--- src/rtl/combo_sweep_ctrl.sv ---
// -----------------------------------------------------------------------------
// combo_sweep_ctrl
//
// Clocked, repeatable self-check sweep for the 4-input / 16-bit combinational
// datapath. A sweep drives all 16 select vectors {A,B,C,D} with operand num_a
// (phase 0), then all 16 again with operand num_b (phase 1). On the last edge of
// each vector's hold, the block compares the datapath's continuous and
// procedural results. It counts mismatching vectors and records the first one.
//
// Parameters
//   SETTLE  cycles each vector is held (1..15); the compare is sampled on the
//           last edge of the hold
//   NUM_W   width of the numeric operand and results
//
// Ports
//   clk, rst_n        rising-edge clock, asynchronous active-low reset
//   start             begin a sweep (accepted only in IDLE)
//   abort             end an active sweep without producing done
//   num_a, num_b      phase-0 / phase-1 operands, captured on an accepted start
//   vec, num_in       registered stimulus to the datapath
//   cont_in, lreg_in  datapath bit results (continuous / procedural)
//   num_out, lnum_out datapath numeric results (continuous / procedural)
//   busy              sweep active
//   done              one-cycle completion pulse
//   pass              no mismatches at the most recent done
//   err_count         mismatching vectors in this sweep (0..32)
//   first_err_valid   a mismatch has been recorded in this sweep
//   first_err_idx     {phase, vec} of the first mismatch
// -----------------------------------------------------------------------------
module combo_sweep_ctrl #(
    parameter int SETTLE = 2,
    parameter int NUM_W  = 16
) (
    input  logic             clk,
    input  logic             rst_n,
    input  logic             start,
    input  logic             abort,
    input  logic [NUM_W-1:0] num_a,
    input  logic [NUM_W-1:0] num_b,
    output logic [3:0]       vec,
    output logic [NUM_W-1:0] num_in,
    input  logic             cont_in,
    input  logic             lreg_in,
    input  logic [NUM_W-1:0] num_out,
    input  logic [NUM_W-1:0] lnum_out,
    output logic             busy,
    output logic             done,
    output logic             pass,
    output logic [5:0]       err_count,
    output logic             first_err_valid,
    output logic [4:0]       first_err_idx
);

    typedef enum logic [1:0] {
        ST_IDLE = 2'd0,
        ST_RUN  = 2'd1,
        ST_DONE = 2'd2
    } state_t;

    // Hold counter runs 0..SETTLE-1; the terminal count marks the sample edge.
    localparam logic [3:0] HOLD_LAST = 4'(SETTLE - 1);

    state_t           state_q, state_d;
    logic [3:0]       vec_q, vec_d;
    logic [NUM_W-1:0] num_in_q, num_in_d;
    logic [NUM_W-1:0] cap_b_q, cap_b_d;
    logic             phase_q, phase_d;
    logic [3:0]       hold_q, hold_d;
    logic [5:0]       err_q, err_d;
    logic             fev_q, fev_d;
    logic [4:0]       fei_q, fei_d;
    logic             pass_q, pass_d;

    logic mismatch;

    assign mismatch = (cont_in != lreg_in) | (num_out != lnum_out);

    // NOTE: every variable gets its hold value before the case statement, so no
    // path through the block leaves one unassigned and no latch is inferred.
    always_comb begin
        state_d = state_q;
        vec_d   = vec_q;
        num_in_d = num_in_q;
        cap_b_d = cap_b_q;
        phase_d = phase_q;
        hold_d  = hold_q;
        err_d   = err_q;
        fev_d   = fev_q;
        fei_d   = fei_q;
        pass_d  = pass_q;

        case (state_q)
            ST_IDLE: begin
                if (start) begin
                    state_d  = ST_RUN;
                    cap_b_d  = num_b;
                    vec_d    = 4'd0;
                    num_in_d = num_a;
                    phase_d  = 1'b0;
                    hold_d   = 4'd0;
                    err_d    = 6'd0;
                    fev_d    = 1'b0;
                    fei_d    = 5'd0;
                    pass_d   = 1'b0;
                end
            end

            ST_RUN: begin
                if (abort) begin
                    // Abort wins over a sample on the same edge: the partial
                    // results stay exactly as they were before this edge.
                    state_d = ST_IDLE;
                end else if (hold_q == HOLD_LAST) begin
                    hold_d = 4'd0;
                    if (mismatch) begin
                        err_d = err_q + 6'd1;
                        if (!fev_q) begin
                            fev_d = 1'b1;
                            fei_d = {phase_q, vec_q};
                        end
                    end
                    if (vec_q != 4'd15) begin
                        vec_d = vec_q + 4'd1;
                    end else if (!phase_q) begin
                        vec_d    = 4'd0;
                        phase_d  = 1'b1;
                        num_in_d = cap_b_q;
                    end else begin
                        state_d = ST_DONE;
                        // Loaded on entry so pass is valid during the done pulse.
                        pass_d  = (err_d == 6'd0);
                    end
                end else begin
                    hold_d = hold_q + 4'd1;
                end
            end

            ST_DONE: begin
                state_d = ST_IDLE;
            end

            default: begin
                state_d = ST_IDLE;
            end
        endcase
    end

    always_ff @(posedge clk or negedge rst_n) begin
        if (!rst_n) begin
            state_q <= ST_IDLE;
        end else begin
            // NOTE: sequential state is assigned with <= so every register
            // samples its pre-edge inputs regardless of statement order.
            state_q <= state_d;
        end
    end

    always_ff @(posedge clk or negedge rst_n) begin
        if (!rst_n) begin
            vec_q    <= 4'd0;
            num_in_q <= '0;
            cap_b_q  <= '0;
            phase_q  <= 1'b0;
            hold_q   <= 4'd0;
            err_q    <= 6'd0;
            fev_q    <= 1'b0;
            fei_q    <= 5'd0;
            pass_q   <= 1'b0;
        end else begin
            vec_q    <= vec_d;
            num_in_q <= num_in_d;
            cap_b_q  <= cap_b_d;
            phase_q  <= phase_d;
            hold_q   <= hold_d;
            err_q    <= err_d;
            fev_q    <= fev_d;
            fei_q    <= fei_d;
            pass_q   <= pass_d;
        end
    end

    assign vec             = vec_q;
    assign num_in          = num_in_q;
    assign busy            = (state_q == ST_RUN);
    assign done            = (state_q == ST_DONE);
    assign pass            = pass_q;
    assign err_count       = err_q;
    assign first_err_valid = fev_q;
    assign first_err_idx   = fei_q;

endmodule

--- config.mk ---
export PLATFORM = sky130hd
export DESIGN_NAME = combo_sweep_ctrl
export DESIGN_NICKNAME = d
export VERILOG_FILES = /design/src/rtl/combo_sweep_ctrl.sv
export SDC_FILE = /design/constraint.sdc
export NUM_CORES = 1
export LEC_CHECK = 0
export CORE_MARGIN = 4
export CORE_UTILIZATION = 40
export CTS_CLUSTER_DIAMETER = 80
export CTS_CLUSTER_SIZE = 10
export DETAILED_ROUTE_END_ITERATION = 8
export PLACE_DENSITY = 0.85
export SLEW_MARGIN = 20
export SYNTH_ARGS = -nofsm -noshare
export SYNTH_HDL_FRONTEND = slang
export SYNTH_SLANG_ARGS = --single-unit
--- constraint.sdc ---
create_clock -name clk -period 1.7 [get_ports clk]
set_input_delay 0.34 -clock clk [delete_from_list [all_inputs] [get_ports clk]]
set_output_delay 0.34 -clock clk [all_outputs]
set_load 0.01 [all_outputs]
==> results_dict.tcl, run 1 <==
set metrics [dict create \
    dp_slack_ps -612 \
    dr.pass1.iters 5 \
    initial_core_util_pct 41.5 \
    status "finished, violations left" \
    grt_pass1_vias 2872 \
    clock-sinks 56 \
    yosysSeqAreaShare_pct 49.4 \
    placed_area_sq_um 4220 \
    netlist_top_cells_area "dfrtp_1, mux2_2, nand2_1, xor2_1, a31oi_1" \
    die_h_um 92.2 \
    drcViolationCount 0 \
    synthFlopType "dfrtp_1" \
    fin_skew_ps 9.42 \
    die_area_sq_um 8500 \
    routed_via_density 5.59 \
    required_ps 1920 \
    nets 515 \
    antenna_found_initial 0 \
    finalCritPeriodShare_pct 116 \
    wl_um 10700 \
    p_per_area_nw_per_um2 1000 \
    syn_to_final_growth_pct 69.0 \
    slew_viol_final 0 \
    setup_viol 35 \
    core_sq_um 6830 \
    clk_pin_slew_ps 100 \
    synthDistinctLibCells 46 \
    min_period_ps 1980 \
    vdd_ir_drop_max_mv 0.602 \
    drive_gt1_share_pct 33.5 \
    routabilityCongestion 0.832 \
    cts_hold_buf 0 \
    max_cap_violations 0 \
    grt_pass1_wl_um 13900 \
    critPathKind "flop to flop" \
    io_buffers 104 \
    clkLatencyLatePin_ps 310 \
    synth_common_cells "dfrtp_1, nand2_1, nor2_1, a31oi_1, xor2_1" \
    max_slew.worst_pin.slew_ps 318 \
    synth_top_area_share_pct 49.4 \
    dp_hpwl_um 6220 \
    ys_seq_elements 56 \
    htreeDepth 2 \
    p_leak_nw 2.21 \
    overflow 0 \
    ys_async_sr_fraction_pct 100 \
    violations "setup timing" \
    yosysMostFrequentCell "dfrtp_1" \
    slew_headroom_pct 78.6 \
    fin_area_sq_um 4790 \
    cp_max_fo 13 \
    min_path_type "input port to async pin" \
    timing.fmax_mhz 506 \
    die_x_um 92.2 \
    n_antenna_cell 0 \
    layout_setup_ws_ps -275 \
    netlist_area_sq_um 2830 \
    rows 30 \
    yosys_warnings 0 \
    hold_violations 0 \
    crit_path_end_kind "flop" \
    clk_path_buf_depth 2 \
    cts_made_buffers 5 \
    drt-wirelength-per-cell_um 19.9 \
    ant_nets 0 \
    rsz0062_at_grt "true" \
    cts_tree "yes" \
    grt_max_degree 57 \
    synthCells 285 \
    yosysTopAreaCell "dfrtp_1" \
    drtIter0Drc 229 \
    grt_use_total_pct 20.4 \
    routed-via-count 3007 \
    critPathLaunchType "flop" \
    ios 105 \
    syn-num-nets 359 \
    arrival_ps 2200 \
    clockRootBuffer "clkbuf_8" \
    syn_avg_cell_area_sq_um 9.94 \
    synth_edf_count 0 \
]
## registers in the layout, summed over array words and instances (netlist names)
register / flops
cap_b_q: 16
num_in: 16
err_count: 6
first_err_idx: 5
hold_q: 4
vec: 4
state_q: 2
first_err_valid: 1
pass: 1
phase_q: 1
## through the flow
| stage | util [%] | hold WS, ps | total power, mW | TNS, ps | cells |
|---|---|---|---|---|---|
| final | 70.1 | 10.6 | 4.80 | -4750 | 538 |
| after global routing | 70.1 | 27.4 | 5.02 | -7710 | 538 |
| after CTS | 66.3 | 21.7 | 4.53 | -2180 | 524 |
| after detailed placement | 61.7 | 359 | 3.71 | -18180 | 508 |
| after global placement | 61.7 | 357 | 3.63 | -16010 | 508 |
| after floorplan | - | 44.4 | 2.67 | -1330 | 285 |
## final timing paths
check                      cells past startpoint  slack [ps]                         start                            to
max                                            9        -280         hold_q[1]$_DFFE_PN0P_         num_in[7]$_DFFE_PN0P_
min in group clk                               1         510  first_err_idx[1]$_DFFE_PN0P_  first_err_idx[1]$_DFFE_PN0P_
min reg2reg                                    1         510  first_err_idx[1]$_DFFE_PN0P_  first_err_idx[1]$_DFFE_PN0P_
max reg2reg                                    9        -280         hold_q[1]$_DFFE_PN0P_         num_in[7]$_DFFE_PN0P_
max in group asynchronous                      2        1420                         rst_n      err_count[0]$_DFFE_PN0P_
min                                            2          10                         rst_n  first_err_idx[3]$_DFFE_PN0P_
## layer usage
layer / GRT usage, % / vias to the layer above / part of all wire (%)
li1: - / 1298 / -
met3: 3.20 / 44 / 5.5
met1: 23.7 / 1488 / 38
met5: 0 / - / 0
met2: 37.0 / 177 / 52
met4: 8.54 / 0 / 3.8
## worst max-delay path: stages (launching register included)
cell,delay (ps)
dfrtp_1,390
inv_1,60
ha_2,170
nor4b_4,190
mux2i_1,150
or2_4,300
nor2_4,200
buf_12,170
nor2_1,60
a31oi_1,190
## what timing repair did
action / 4_1_cts / 5_1_grt
buffers inserted: 9 / 14
pin swaps: 27 / 37
gates cloned: 0 / 1
setup endpoints to repair: 39 / 41
gates resized for setup: 70 / 70
## where the power goes
group          internal, mW  total (mW)  switching, mW  leakage (nW)
clock network         0.332       0.766          0.434        0.0445
logic                  1.15        2.12          0.972          1.49
registers              1.68        1.91          0.237         0.679
## cells in the final DEF (no fill, tap or decap), types with 3 or more instances in the layout
| cell type | instances |
|---|---|
| nand3_1 | 6 |
| clkdlybuf4s15_1 | 9 |
| mux2_2 | 16 |
| a21oi_4 | 3 |
| o21ai_2 | 4 |
| nand2_2 | 3 |
| xor2_1 | 12 |
| a22o_1 | 6 |
| nor2_1 | 26 |
| dlymetal6s2s_1 | 15 |
| nand2_1 | 44 |
| clkbuf_8 | 6 |
| clkdlybuf4s50_1 | 63 |
| buf_12 | 3 |
| ha_1 | 3 |
| mux2i_1 | 3 |
| buf_6 | 10 |
| clkbuf_2 | 10 |
| and3_4 | 3 |
| buf_4 | 42 |
| nand2b_1 | 3 |
| dfrtp_2 | 8 |
| a21oi_2 | 4 |
| a21oi_1 | 3 |
| o21ai_0 | 6 |
| dfrtp_1 | 48 |
| nor2_2 | 3 |
| xor2_2 | 6 |
| a31oi_1 | 17 |
| dlygate4sd2_1 | 6 |
| inv_1 | 7 |
## cell families after synthesis
logic type | Yosys count | share of synthesized area [%]
flip-flops | 56 | 49.4
AO/OA/AOI/OAI | 56 | 13.6
adder cells (fa/ha/maj) | 4 | 1.77
AND/OR/NAND/NOR | 113 | 18.9
XOR/XNOR | 19 | 5.87
buffers and inverters | 18 | 3.09
multiplexers | 19 | 7.42
## area by class of cell
class / instances / area, sq um
flip-flops and latches: 56 / 1410
repair buffers: 160 / 1530
well taps: 96 / 120
clock buffers: 7 / 86.3
multi-input cells: 211 / 1610
fillers: 452 / 2040
clock inverters: 1 / 7.51
inverters: 7 / 26.3
(Power assumes the default switching activity.)
==> run 2: changes to the inputs <==
- MAX_ROUTING_LAYER: unset -> met4
==> run 2 against run 1 <==
The flow still finishes with violations (setup timing); global-route usage grew 0.57 points; combinational power about the same; first-iteration DRC count up 9.6%; wire length shrank 2.7%; fmax hardly changed; register-to-register slack barely moved; design area fell by 0.16%; via count is essentially flat.
==> results_dict.tcl, run 2 (synthesized netlist as in run 1, its figures left out) <==
set metrics [dict create \
    status "finished, violations left" \
    violations "setup timing" \
    rr_worst_depth 9 \
    core_sq_um 6830 \
    critPathLaunchType "flop" \
    critPathKind "flop to flop" \
    p_per_area_nw_per_um2 1000 \
    antenna_found_initial 0 \
    n_antenna_cell 0 \
    die_area_sq_um 8500 \
    fin_area_sq_um 4780 \
    cp_max_fo 13 \
    arrival_ps 2190 \
    p_leak_nw 2.20 \
    nFillCells 447 \
    drtIter0Drc 251 \
    dr.pass1.iters 4 \
    r2r-end "num_in[2]$_DFFE_PN0P_" \
    syn_to_final_growth_pct 68.7 \
    crit_path_end_kind "flop" \
    routed_via_density 5.61 \
    netSwitchingFraction_pct 34.3 \
    clock-sinks 56 \
    drive_gt1_share_pct 33.3 \
    drcViolationCount 0 \
    routed-via-count 3010 \
    grt_max_degree 57 \
    switching_power_mw 1.65 \
    layout_setup_ws_ps -275 \
    max_cap_violations 0 \
    p_comb_share_pct 43.9 \
    dp_hpwl_um 6220 \
    min_path_type "input port to async pin" \
    cts_tree "yes" \
    routabilityCongestion 0.845 \
    setup_viol 35 \
    clk_pin_slew_ps 100 \
    slew_viol_final 0 \
    clockRootBuffer "clkbuf_8" \
    finalCritPeriodShare_pct 116 \
    required_ps 1910 \
    placed_area_sq_um 4220 \
    grt_pass1_wl_um 13900 \
    clk_path_buf_depth 2 \
    clkLatencyLatePin_ps 320 \
    grt_pass1_vias 2870 \
    seqPwrFrac_pct 39.8 \
    grt_use_total_pct 20.9 \
    initial_core_util_pct 41.5 \
    layout_common_cells "clkdlybuf4s50_1, dfrtp_1, nand2_1, buf_4, nor2_1" \
    reg2reg_slack_ps -270 \
    slew_headroom_pct 72.8 \
    vdd_ir_drop_max_mv 0.620 \
    die_x_um 92.2 \
    rows 30 \
    die_h_um 92.2 \
    cts_made_buffers 5 \
    r2r_start "hold_q[1]$_DFFE_PN0P_" \
    wl_um 10400 \
    hold_violations 0 \
    timing.fmax_mhz 506 \
    fin_skew_ps 16.9 \
    p_total_mw 4.80 \
    ant_nets 0 \
    ios 105 \
    overflow 0 \
    io_buffers 104 \
    nets 514 \
    rsz0062_at_grt "true" \
    cts_hold_buf 0 \
    drt-wirelength-per-cell_um 19.4 \
    max_slew.worst_pin.slew_ps 409 \
    htreeDepth 2 \
    p_int_mw 3.15 \
    final_common_cell "clkdlybuf4s50_1" \
    min_period_ps 1970 \
    pwr-share-clk_pct 16.3 \
]
run 2: changes by cell type in the layout (fill, tap and decap cells not counted):
cell   delta
buf_4     -1
run 2: what timing repair did:
item,in CTS,in global routing
buffers inserted,9,13
endpoints found under the hold margin,0,0
pin swaps,27,37
gates cloned,0,1
setup endpoints to repair,39,42
resized for setup,70,70
run 2: cell type report:
class                      instances  area, sq um  share of cell area [%]
sequential                        56         1410                    29.5
tap                               96          120                    2.51
clock inverter                     1         7.51                   0.157
inverter                           7         26.3                   0.550
multi-input combinational        211         1610                    33.6
timing repair buffer             159         1520                    31.8
clock buffer                       7         86.3                    1.81
run 2: power groups by stage:
stage               registers [mW]  logic (mW)  clock network [mW]
finish                        1.91        2.11               0.780
floorplan                     2.01       0.663                   0
global route                  1.95        2.24               0.832
detailed placement            1.91        1.79                   0
CTS                           1.90        1.86               0.766
global placement              1.89        1.74                   0
run 2: stage by stage:
stage	util, %	setup slack [ps]	setup TNS, ps	std cells	hold WS, ps
3_3_place_gp	61.7	-534	-16010	508	357
4_1_cts	66.3	-144	-2180	524	21.7
3_5_place_dp	61.7	-612	-18180	508	359
6_report	70.0	-275	-4220	537	5.29
2_1_floorplan	-	-70.2	-1330	285	44.4
5_1_grt	70.0	-359	-7800	537	24.8
run 2: worst max-delay path: stages (launching register included):
cell,delay [ps]
dfrtp_1,390
inv_1,60
ha_2,170
nor4b_4,190
mux2i_1,140
or2_4,300
nor2_4,210
buf_12,170
nor2_1,50
a31oi_1,210
run 2: worst max path at each step:
stage,cells past startpoint,from,end
6_report,9,hold_q[1]$_DFFE_PN0P_,num_in[2]$_DFFE_PN0P_
4_1_cts,9,hold_q[1]$_DFFE_PN0P_,num_in[14]$_DFFE_PN0P_
3_3_place_gp,8,num_out[3],pass$_DFFE_PN0P_
2_1_floorplan,9,hold_q[1]$_DFFE_PN0P_,first_err_idx[0]$_DFFE_PN0P_
5_1_grt,9,hold_q[1]$_DFFE_PN0P_,num_in[2]$_DFFE_PN0P_
3_5_place_dp,8,cont_in,pass$_DFFE_PN0P_
run 2: routing by layer:
metal  share of wire [%]  GRT usage (%)
met1                  38           23.6
met2                  53           37.2
met3                 5.3           3.12
met4                 4.2           8.54
met5                   0              -
==> run 3: changes to the inputs <==
- PLACE_DENSITY: 0.85 -> 0.76
==> run 3 against run 2 <==
The run still ends with setup timing left; non-clock buffer count decreased by 11; combinational power is 6% lower; largest cell class unchanged; setup slack improved by 110 ps; clock power is 9.9% higher; sequential power about the same; sequential share of layout area up 1.1 points; core utilization fell by 2.6 points; count of clock-buffer cells in the layout fell by 1.
==> results_dict.tcl, run 3 (synthesized netlist as in run 1, its figures left out) <==
set metrics [dict create \
    p_per_area_nw_per_um2 1030 \
    switching_power_mw 1.53 \
    core_sq_um 6830 \
    dp_hpwl_um 6120 \
    p_total_mw 4.75 \
    tns_ps -3150 \
    grt_max_degree 57 \
    die_x_um 92.2 \
    required_ps 1930 \
    final_common_cell "clkdlybuf4s50_1" \
    rows 30 \
    syn_to_final_growth_pct 62.4 \
    violations "setup timing" \
    grt_pass1_wl_um 13200 \
    netSwitchingFraction_pct 32.2 \
    placed_area_sq_um 4240 \
    cp.buffers_inverters 2 \
    seqPwrFrac_pct 40.2 \
    clockRootBuffer "clkbuf_8" \
    vdd_ir_drop_max_mv 0.759 \
    hold_violations 0 \
    routed_via_density 5.00 \
    clock-sinks 56 \
    setup_viol 28 \
    p_leak_nw 2.02 \
    min_period_ps 1870 \
    min_path_type "input port to async pin" \
    clk_pin_slew_ps 100 \
    fin_area_sq_um 4600 \
    cts_made_buffers 5 \
    drive_gt1_share_pct 28.8 \
    drtIter0Drc 87 \
    die_h_um 92.2 \
    cts_hold_buf 0 \
    htreeDepth 2 \
    die_area_sq_um 8500 \
    dr.pass1.iters 4 \
    reg2reg_slack_ps -170 \
    layout_setup_ws_ps -167 \
    ant_nets 0 \
    slew_headroom_pct 78.9 \
    grt_pass1_vias 2710 \
    critPathLaunchType "flop" \
    cp_max_fo 12 \
    critPathKind "flop to flop" \
    crit_path_max_incr_delay_ps 400 \
    io_buffers 104 \
    ios 105 \
    p_int_mw 3.22 \
    status "finished, violations left" \
    arrival_ps 2100 \
    slew_viol_final 0 \
    wl_um 8380 \
    rsz0062_at_grt "true" \
    fin_util_pct 67.4 \
    clkLatencyLatePin_ps 300 \
    drcViolationCount 0 \
    cts_tree "yes" \
    drt-wirelength-per-cell_um 15.9 \
    clk_path_buf_depth 2 \
    p_comb_share_pct 41.8 \
    initial_core_util_pct 41.5 \
    routabilityCongestion 0.823 \
    antenna_found_initial 0 \
    pwr-share-clk_pct 18.0 \
    crit_path_top_delay_cell "dfrtp_1" \
    grt_use_total_pct 20.0 \
    nets 503 \
    routed-via-count 2628 \
    crit_path_end_kind "flop" \
    timing.fmax_mhz 536 \
    n_antenna_cell 0 \
    layout_common_cells "clkdlybuf4s50_1, dfrtp_1, nand2_1, buf_4, dlygate4sd2_1" \
    finalCritPeriodShare_pct 110 \
    fin_skew_ps 5.25 \
    cp_cell_sequence "inv_2 -> ha_4 -> nor4b_4 -> mux2i_1 -> or2_4 -> nor2_4 -> buf_12 -> nor2_1 -> a31oi_2" \
    overflow 0 \
    max_slew.worst_pin.slew_ps 315 \
    critPathTopFamily "simple AND/OR/NAND/NOR gates" \
    max_cap_violations 0 \
]
[run 3: changes by cell type in the layout (fill, tap and decap cells not counted), moves of 3 or more]
cell             change
dlygate4sd2_1       +23
dlymetal6s2s_1      -13
clkbuf_2            -10
buf_4                -7
clkdlybuf4s15_1      -7
clkdlybuf4s50_1      +7
xor2_1               +6
xor2_2               -6
nor2_1               -4
buf_6                -3
nor2_2               +3
[run 3: area by class of cell]
| type | count | area (sq um) |
|---|---|---|
| Multi-Input combinational cell | 211 | 1540 |
| Inverter | 7 | 26.3 |
| Fill cell | 520 | 2230 |
| Clock buffer | 6 | 72.6 |
| Clock inverter | 2 | 35.0 |
| Timing Repair Buffer | 148 | 1400 |
| Sequential cell | 56 | 1410 |
| Tap cell | 96 | 120 |
[run 3: final timing paths]
| path | from | depth (start not counted) | to |
|---|---|---|---|
| setup / recovery | hold_q[1]$_DFFE_PN0P_ | 9 | num_in[14]$_DFFE_PN0P_ |
| hold / removal | rst_n | 2 | num_in[13]$_DFFE_PN0P_ |
| setup reg to reg | hold_q[1]$_DFFE_PN0P_ | 9 | num_in[14]$_DFFE_PN0P_ |
| hold reg to reg | first_err_idx[0]$_DFFE_PN0P_ | 1 | first_err_idx[0]$_DFFE_PN0P_ |
| max in group asynchronous | rst_n | 2 | err_count[0]$_DFFE_PN0P_ |
| min in group clk | first_err_idx[0]$_DFFE_PN0P_ | 1 | first_err_idx[0]$_DFFE_PN0P_ |
[run 3: what timing repair did]
action / CTS / global route
gates cloned: 1 / 0
pin swaps: 19 / 13
setup buffers: 4 / 3
gates resized for setup: 63 / 34
endpoints found under the setup margin: 41 / 40
endpoints found under the hold margin: 0 / 0
[run 3: power by group through the flow]
stage	Combinational, mW	Clock (mW)	Sequential, mW
2_1_floorplan	0.663	0	2.01
3_3_place_gp	1.77	0	1.89
3_5_place_dp	1.81	0	1.91
4_1_cts	1.92	0.875	1.90
5_1_grt	2.14	0.913	1.95
6_report	1.99	0.857	1.91
[run 3: per-stage QoR]
stage | hold slack [ps] | cells | setup WS, ps
2_1_floorplan | 44.4 | 285 | -70.2
3_3_place_gp | 361 | 511 | -537
3_5_place_dp | 362 | 511 | -619
4_1_cts | 25.5 | 524 | -173
5_1_grt | 36.7 | 526 | -283
6_report | 7.25 | 526 | -167
[run 3: per-layer routing]
layer  wire (um)  global-route usage (%)
met5           0                       -
met4         117                    4.58
met3         245                    2.95
met2        4610                    35.9
met1        3410                    23.7
[run 3: worst reg2reg max path: stages (launching register included)]
cell     delay [ps]
dfrtp_1         400
inv_2            80
ha_4            140
nor4b_4         170
mux2i_1         150
or2_4           290
nor2_4          200
buf_12          170
nor2_1           60
a31oi_2         150
